### config.mk
export PLATFORM = sky130hd
export DESIGN_NAME = debug_scan_reader
export DESIGN_NICKNAME = d
export VERILOG_FILES = /design/src/rtl/debug_scan_reader.sv
export SDC_FILE = /design/constraint.sdc
export NUM_CORES = 1
export LEC_CHECK = 0
export CAP_MARGIN = 20
export CORE_AREA = 5 5 71 73
export DETAILED_ROUTE_END_ITERATION = 16
export DIE_AREA = 0 0 76 78
export SETUP_SLACK_MARGIN = 0.05
export SLEW_MARGIN = 20
export SYNTH_ARGS = -nofsm -noshare
export SYNTH_HDL_FRONTEND = slang
export SYNTH_SLANG_ARGS = --single-unit
### constraint.sdc
create_clock -name clk -period 3.7 [get_ports clk]
set_input_delay 0.74 -clock clk [delete_from_list [all_inputs] [get_ports clk]]
set_output_delay 0.74 -clock clk [all_outputs]
set_load 0.02 [all_outputs]
### src/rtl/debug_scan_reader.sv
// Debug mux scanner: walks the mux select over all potential slots and the
// spike vector, streams HDR + samples (+ optional mod-256 sum) over valid/ready.
// Ports: clk, rst (async high); start/busy/done frame control;
//   cfg_out/cfg_en mux select write; dbg_in mux data; tx_data/tx_valid/tx_ready.
// Macro DEBUG_SCAN_CHECKSUM_EN appends the payload checksum byte.
module debug_scan_reader #(
  parameter int          NUM_POT   = 16,
  parameter logic [7:0]  SPIKE_SEL = 8'h10,
  parameter logic [7:0]  PARK_SEL  = 8'h10,
  parameter logic [7:0]  HDR_BYTE  = 8'hA5
) (
  input  logic       clk,
  input  logic       rst,
  input  logic       start,
  output logic       busy,
  output logic       done,
  output logic [7:0] cfg_out,
  output logic       cfg_en,
  input  logic [7:0] dbg_in,
  output logic [7:0] tx_data,
  output logic       tx_valid,
  input  logic       tx_ready
);

  localparam int IW = $clog2(NUM_POT + 1);
  localparam logic [IW-1:0] LAST = IW'(NUM_POT);

  typedef enum logic [2:0] {
    IDLE,
    HDR,
    SEL,
    SAMPLE,
    SEND,
`ifdef DEBUG_SCAN_CHECKSUM_EN
    CSUM,
`endif
    PARK,
    DONE
  } state_t;

  state_t        state_q, state_d;
  logic [IW-1:0] idx_q, idx_d;
  logic          busy_d, done_d, cfg_en_d, tx_valid_d;
  logic [7:0]    cfg_out_d, tx_data_d;
  logic          xfer;
`ifdef DEBUG_SCAN_CHECKSUM_EN
  logic [7:0]    sum_q, sum_d;
`endif

  // Slots below NUM_POT select a potential; the slot past them is the spikes.
  function automatic logic [7:0] sel_of(input logic [IW-1:0] i);
    return (i < LAST) ? 8'(i) : SPIKE_SEL;
  endfunction

  assign xfer = tx_valid & tx_ready;

  always_ff @(posedge clk or posedge rst) begin
    if (rst) begin
      state_q  <= IDLE;
      idx_q    <= '0;
      busy     <= 1'b0;
      done     <= 1'b0;
      cfg_out  <= 8'h00;
      cfg_en   <= 1'b0;
      tx_data  <= 8'h00;
      tx_valid <= 1'b0;
`ifdef DEBUG_SCAN_CHECKSUM_EN
      sum_q    <= 8'h00;
`endif
    end else begin
      state_q  <= state_d;
      idx_q    <= idx_d;
      busy     <= busy_d;
      done     <= done_d;
      cfg_out  <= cfg_out_d;
      cfg_en   <= cfg_en_d;
      tx_data  <= tx_data_d;
      tx_valid <= tx_valid_d;
`ifdef DEBUG_SCAN_CHECKSUM_EN
      sum_q    <= sum_d;
`endif
    end
  end

  // Outputs are next-state values registered above, so each strobe
  // is high during the cycle its state is occupied.
  always_comb begin
    state_d    = state_q;
    idx_d      = idx_q;
    busy_d     = busy;
    done_d     = 1'b0;
    cfg_en_d   = 1'b0;
    cfg_out_d  = cfg_out;
    tx_data_d  = tx_data;
    tx_valid_d = tx_valid;
`ifdef DEBUG_SCAN_CHECKSUM_EN
    sum_d      = sum_q;
`endif
    unique case (state_q)
      IDLE: begin
        idx_d = '0;
`ifdef DEBUG_SCAN_CHECKSUM_EN
        sum_d = 8'h00;
`endif
        if (start) begin
          state_d    = HDR;
          busy_d     = 1'b1;
          tx_valid_d = 1'b1;
          tx_data_d  = HDR_BYTE;
        end
      end
      HDR: begin
        if (xfer) begin
          tx_valid_d = 1'b0;
          state_d    = SEL;
          cfg_en_d   = 1'b1;
          cfg_out_d  = sel_of(idx_q);
        end
      end
      SEL: state_d = SAMPLE;
      SAMPLE: begin
        tx_data_d  = dbg_in;
        tx_valid_d = 1'b1;
`ifdef DEBUG_SCAN_CHECKSUM_EN
        sum_d      = sum_q + dbg_in;
`endif
        state_d    = SEND;
      end
      SEND: begin
        if (xfer) begin
          tx_valid_d = 1'b0;
          if (idx_q == LAST) begin
`ifdef DEBUG_SCAN_CHECKSUM_EN
            tx_valid_d = 1'b1;
            tx_data_d  = sum_q;
            state_d    = CSUM;
`else
            state_d    = PARK;
            cfg_en_d   = 1'b1;
            cfg_out_d  = PARK_SEL;
`endif
          end else begin
            idx_d     = idx_q + 1'b1;
            state_d   = SEL;
            cfg_en_d  = 1'b1;
            cfg_out_d = sel_of(idx_q + 1'b1);
          end
        end
      end
`ifdef DEBUG_SCAN_CHECKSUM_EN
      CSUM: begin
        if (xfer) begin
          tx_valid_d = 1'b0;
          state_d    = PARK;
          cfg_en_d   = 1'b1;
          cfg_out_d  = PARK_SEL;
        end
      end
`endif
      PARK: begin
        state_d = DONE;
        done_d  = 1'b1;
      end
      DONE: begin
        state_d = IDLE;
        busy_d  = 1'b0;
      end
      default: state_d = IDLE;
    endcase
  end

endmodule

After elaboration in Yosys (flattened, before gate mapping):

Cells that the tools add are included.

* register bits: 28
* input bits: 12
* output and inout bits: 20
* word-level logic and storage cells: 60

* $add $sub $neg: 1
* order comparisons: 2
* equality and inequality tests: 12
* muxes and demuxes: 23
* bitwise logic cells: 1
* reductions and logical operators: 13

Operators with widths (number)
* case mux 8 bit (2 select lines): 2
* 2-to-1 mux 5 bit: 5
* 2-to-1 mux 8 bit: 3
* case mux 3 bit (6 select lines): 1
* 2-to-1 mux 3 bit: 4
* AND reduction 3 bit: 4
* less-than comparator 5 bit, second input constant: 2
* case mux 5 bit (2 select lines): 1
* == test 3 bit, second input constant: 3
* inequality test 2 bit, second input constant: 4
* nonzero test 2 bit: 4
* == test 3 x 2 -> 1 bit, second input constant: 2
* adder 5 x 1 -> 5 bit, second input constant: 1
* == test 5 bit, second input constant: 1
* 2-to-1 mux 1 bit: 5
* AND reduction 2 bit: 2
* == test 3 x 1 -> 1 bit, second input constant: 1
* zero test 3 bit: 1
* case mux 1 bit (3 select lines): 1
* nonzero test 3 bit: 1
* inequality test 2 x 1 -> 1 bit, second input constant: 1
* case mux 1 bit (2 select lines): 1
* OR reduction 2 bit: 1
* AND 1 bit: 1

Depth between registers and ports, before layout:

* depth in word-level cells: 6
* gate-level depth with buffers: 6
* gate-level depth less buffers: 6

Least setup slack after synthesis:

No wires, ideal clock.

* path type: in2reg
* from: input port tx_ready
* to: register cfg_out[1]
* library setup time: 0.126 ns
* data arrival time: 1.585 ns
* data required time: 3.574 ns
* slack: 1.989 ns
* stages: 5
* path buffers: 1
* cells stage by stage: nand2_1 > or3_1 > buf_2 > a221oi_1 > nor2_1

* cells in the longest elaborated chain, start to end: 3
* elaborated cells between the ends (all ways): 4
* those cells by class: 2 x eq/ne; 1 x bitwise; 1 x reduce/logical

Ends and longest elaborated chain
* start, declared: line 22 `input logic tx_ready`
* AND 1 bit (*): line 55 `assign xfer = tx_valid & tx_ready;`
* inequality test 2 bit (no line)
* AND reduction 3 bit (no line) (*)
* end signal, assigned: line 75 `cfg_out <= cfg_out_d;`
* end, declared: line 17 `output logic [7:0] cfg_out,`

Mark *: on every way between the ends. The rest lies on a longest branch, timed or not.
A chain may end at the register's enable or synchronous reset.

Worst setup path in the final report:

Same ends and word-level chain as after synthesis.

==> flow_metrics.py <==
metrics = {
    "cts": {
        "cts_max_path_buffers": 2,
        "postCtsSetupRepairBufs": 0,
        "ctsHoldBuffers": 0,
        "cts_sinks": 25,
        "ctsResizeCount": 0,
        "clk_pin_slew_ps": 90,
        "cts_buffers": 3,
        "root_buffer": "clkbuf_8",
        "tritoncts": "yes",
        "clkLatencyLatePin_ps": 270,
        "h-tree-depth": 1,
    },
    "sta": {
        "fin_crit_ps": 2060,
        "max_clock_freq_mhz": 486,
        "tns_ps": 0,
        "rsz0062_at_grt": "no",
        "slew_viol_final": 0,
        "slew_headroom_pct": 61.0,
        "setup_violations": 0,
        "hold_slack_ps": 483,
        "finalWorstSetupSlack_ps": 1640,
        "tightest_slew_ps": 586,
        "min_period_over_period_pct": 55.6,
        "hold_viol": 0,
        "finClkSkew_ps": 1.18,
    },
    "placement": {
        "gp_congestion": 0.847,
        "pre_cts_ws_ps": 1350,
        "dp_hpwl_um": 2090,
        "port_buffers": 28,
    },
    "floorplan": {
        "die_area_um2": 5930,
        "num_io_pins": 32,
        "die_y_um": 78,
        "core_um2": 4290,
        "initial_core_util_pct": 30.6,
        "rows": 24,
        "fp.dieW_um": 76,
    },
    "critical_path": {
        "path_cells": "clkdlybuf4s50_1 > nand2_1 > or3_1 > a221oi_1 > nor2_1",
        "path_class": "in2reg",
        "start_kind": "input pin",
        "cpPeakStageDelay_ps": 520,
        "worst-path-max-fanout": 9,
        "slowest_stage": "or3_1",
        "arrival_ps": 2220,
        "end_kind": "flip-flop",
        "required_ps": 3860,
    },
    "synthesis": {
        "synth_area_um2": 1310,
        "async_flop_share_pct": 100,
        "ys_ff_latch": 25,
        "syn_area_per_cell_um2": 9.38,
        "synth_cell_types": 41,
        "yosysMostFrequentCell": "dfrtp_1",
        "synth_top_cell_area_share_pct": 47.6,
        "yosysWarningCount": 0,
        "seq_area_frac_synth_pct": 47.6,
        "synth_area_leaders": "dfrtp_1, o21ai_0, nand2_1",
        "synth-main-ff-cell": "dfrtp_1",
        "synthTopCellsByCount": "dfrtp_1, nand2_1, nor2_1, o21ai_0",
        "synth-edff-count": 0,
        "synth_area_leader_cell": "dfrtp_1",
        "syn_inst": 140,
    },
    "min_path": {
        "holdCritPathClass": "reg2reg",
    },
    "global_route": {
        "antenna_found_initial": 0,
        "gr-usage-all-layers_pct": 10.2,
        "grt_max_degree": 26,
        "grt_pass1_wl_um": 5170,
        "grt_overflow": 0,
        "grt_pass1_vias": 1107,
    },
    "power": {
        "vdd_drop_max_mv": 0.319,
        "power_density_nw_per_um2": 697,
        "leakagePower_nw": 0.655,
    },
    "drt": {
        "top_layer": "met4",
        "via_per_inst": 5.15,
        "drcViolationCount": 0,
        "wire_per_inst_um": 13.9,
        "drtAntennaViolNets": 0,
        "drt_iter0_drc": 90,
        "drt_pass1_iterations": 4,
        "met3_length_um": 236,
        "drt-total-wl_um": 2970,
        "num_vias": 1098,
        "wl_met1_um": 1360,
        "dr_wl_met2_um": 1350,
    },
    "cells_and_area": {
        "area_growth_pct": 25.1,
        "layout-drive-gt1-share_pct": 6.21,
        "n_antenna_cell": 0,
        "fin_nets": 176,
    },
    "run": {
        "maxCapViolCount": 0,
    },
    "run_status": {
        "outcome": "finished, final reports clean",
    },
}
[per-layer routing]
| metal | up-vias | track usage, % |
|---|---|---|
| li1 | 534 | - |
| met1 | 516 | 13.8 |
| met2 | 43 | 15.8 |
| met3 | 5 | 3.47 |
| met4 | 0 | 1.60 |
| met5 | - | 0 |
[flip-flops by register name, indices dropped and copies added, names as in the netlist]
register  flops
state_q       3
cfg_en        1
tx_valid      1
idx_q         5
busy          1
done          1
tx_data       8
cfg_out       5
[per-stage QoR]
stage | power (mW) | instance area, µm² | util (%) | cells
floorplan | 0.803 | 1320 | - | 142
global placement | 0.980 | 1600 | 37.2 | 209
detailed placement | 0.983 | 1600 | 37.2 | 209
CTS | 1.16 | 1640 | 38.3 | 213
global route | 1.23 | 1640 | 38.3 | 213
finish | 1.15 | 1640 | 38.3 | 213
[critical path, delay by kind of cell]
| kind | cells | cell delay, ps |
|---|---|---|
| simple gates | 3 | 720 |
| compound gates | 1 | 270 |
| buf+inv | 1 | 490 |
[logic make-up after synthesis]
family | share of synthesized area, %
adder cells (fa/ha/maj) | 1.90
buffers and inverters | 6.95
AND/OR/NAND/NOR | 16.7
multiplexers | 1.52
XOR/XNOR | 1.33
other | 0.285
AO/OA/AOI/OAI | 23.7
flip-flops | 47.6
[power by group]
| part | switching [mW] | internal [mW] |
|---|---|---|
| clock network | 0.0896 | 0.0755 |
| logic | 0.287 | 0.235 |
| registers | 0.105 | 0.354 |
| total | 0.482 | 0.664 |
[final cells by class]
type,count,area (µm²)
clock inverters,1,5.00
multi-input cells,98,604
flip-flops and latches,25,626
inverters,6,22.5
repair buffers,28,280
well taps,52,65.1
clock buffers,3,41.3
fillers,435,2650
[cell usage in the layout (no fill, tap or decap), types with 3 or more instances in the layout]
cell type	Yosys	routed
inv_1	5	4
clkbuf_8	0	3
o21ai_0	11	11
o22a_1	3	3
nand3_1	6	6
a21oi_1	7	7
nor2_1	11	11
conb_1	1	3
nand2_1	14	14
clkdlybuf4s50_1	0	28
and2_1	4	4
dfrtp_1	25	25
o22ai_1	3	3
[worst paths after layout]
path                                  from         end  slack [ps]  cells past startpoint
worst min register to register  cfg_out[0]  cfg_out[0]         480                      2
min in group asynchronous              rst  tx_data[2]         820                      2
worst max-delay path              tx_ready  cfg_out[1]        1640                      5
worst max register to register  state_q[1]  tx_data[1]        1840                      4
max in group asynchronous              rst  cfg_out[3]        2520                      2
worst min-delay path            cfg_out[0]  cfg_out[0]         480                      2
Power figures use the tool's default switching activity.
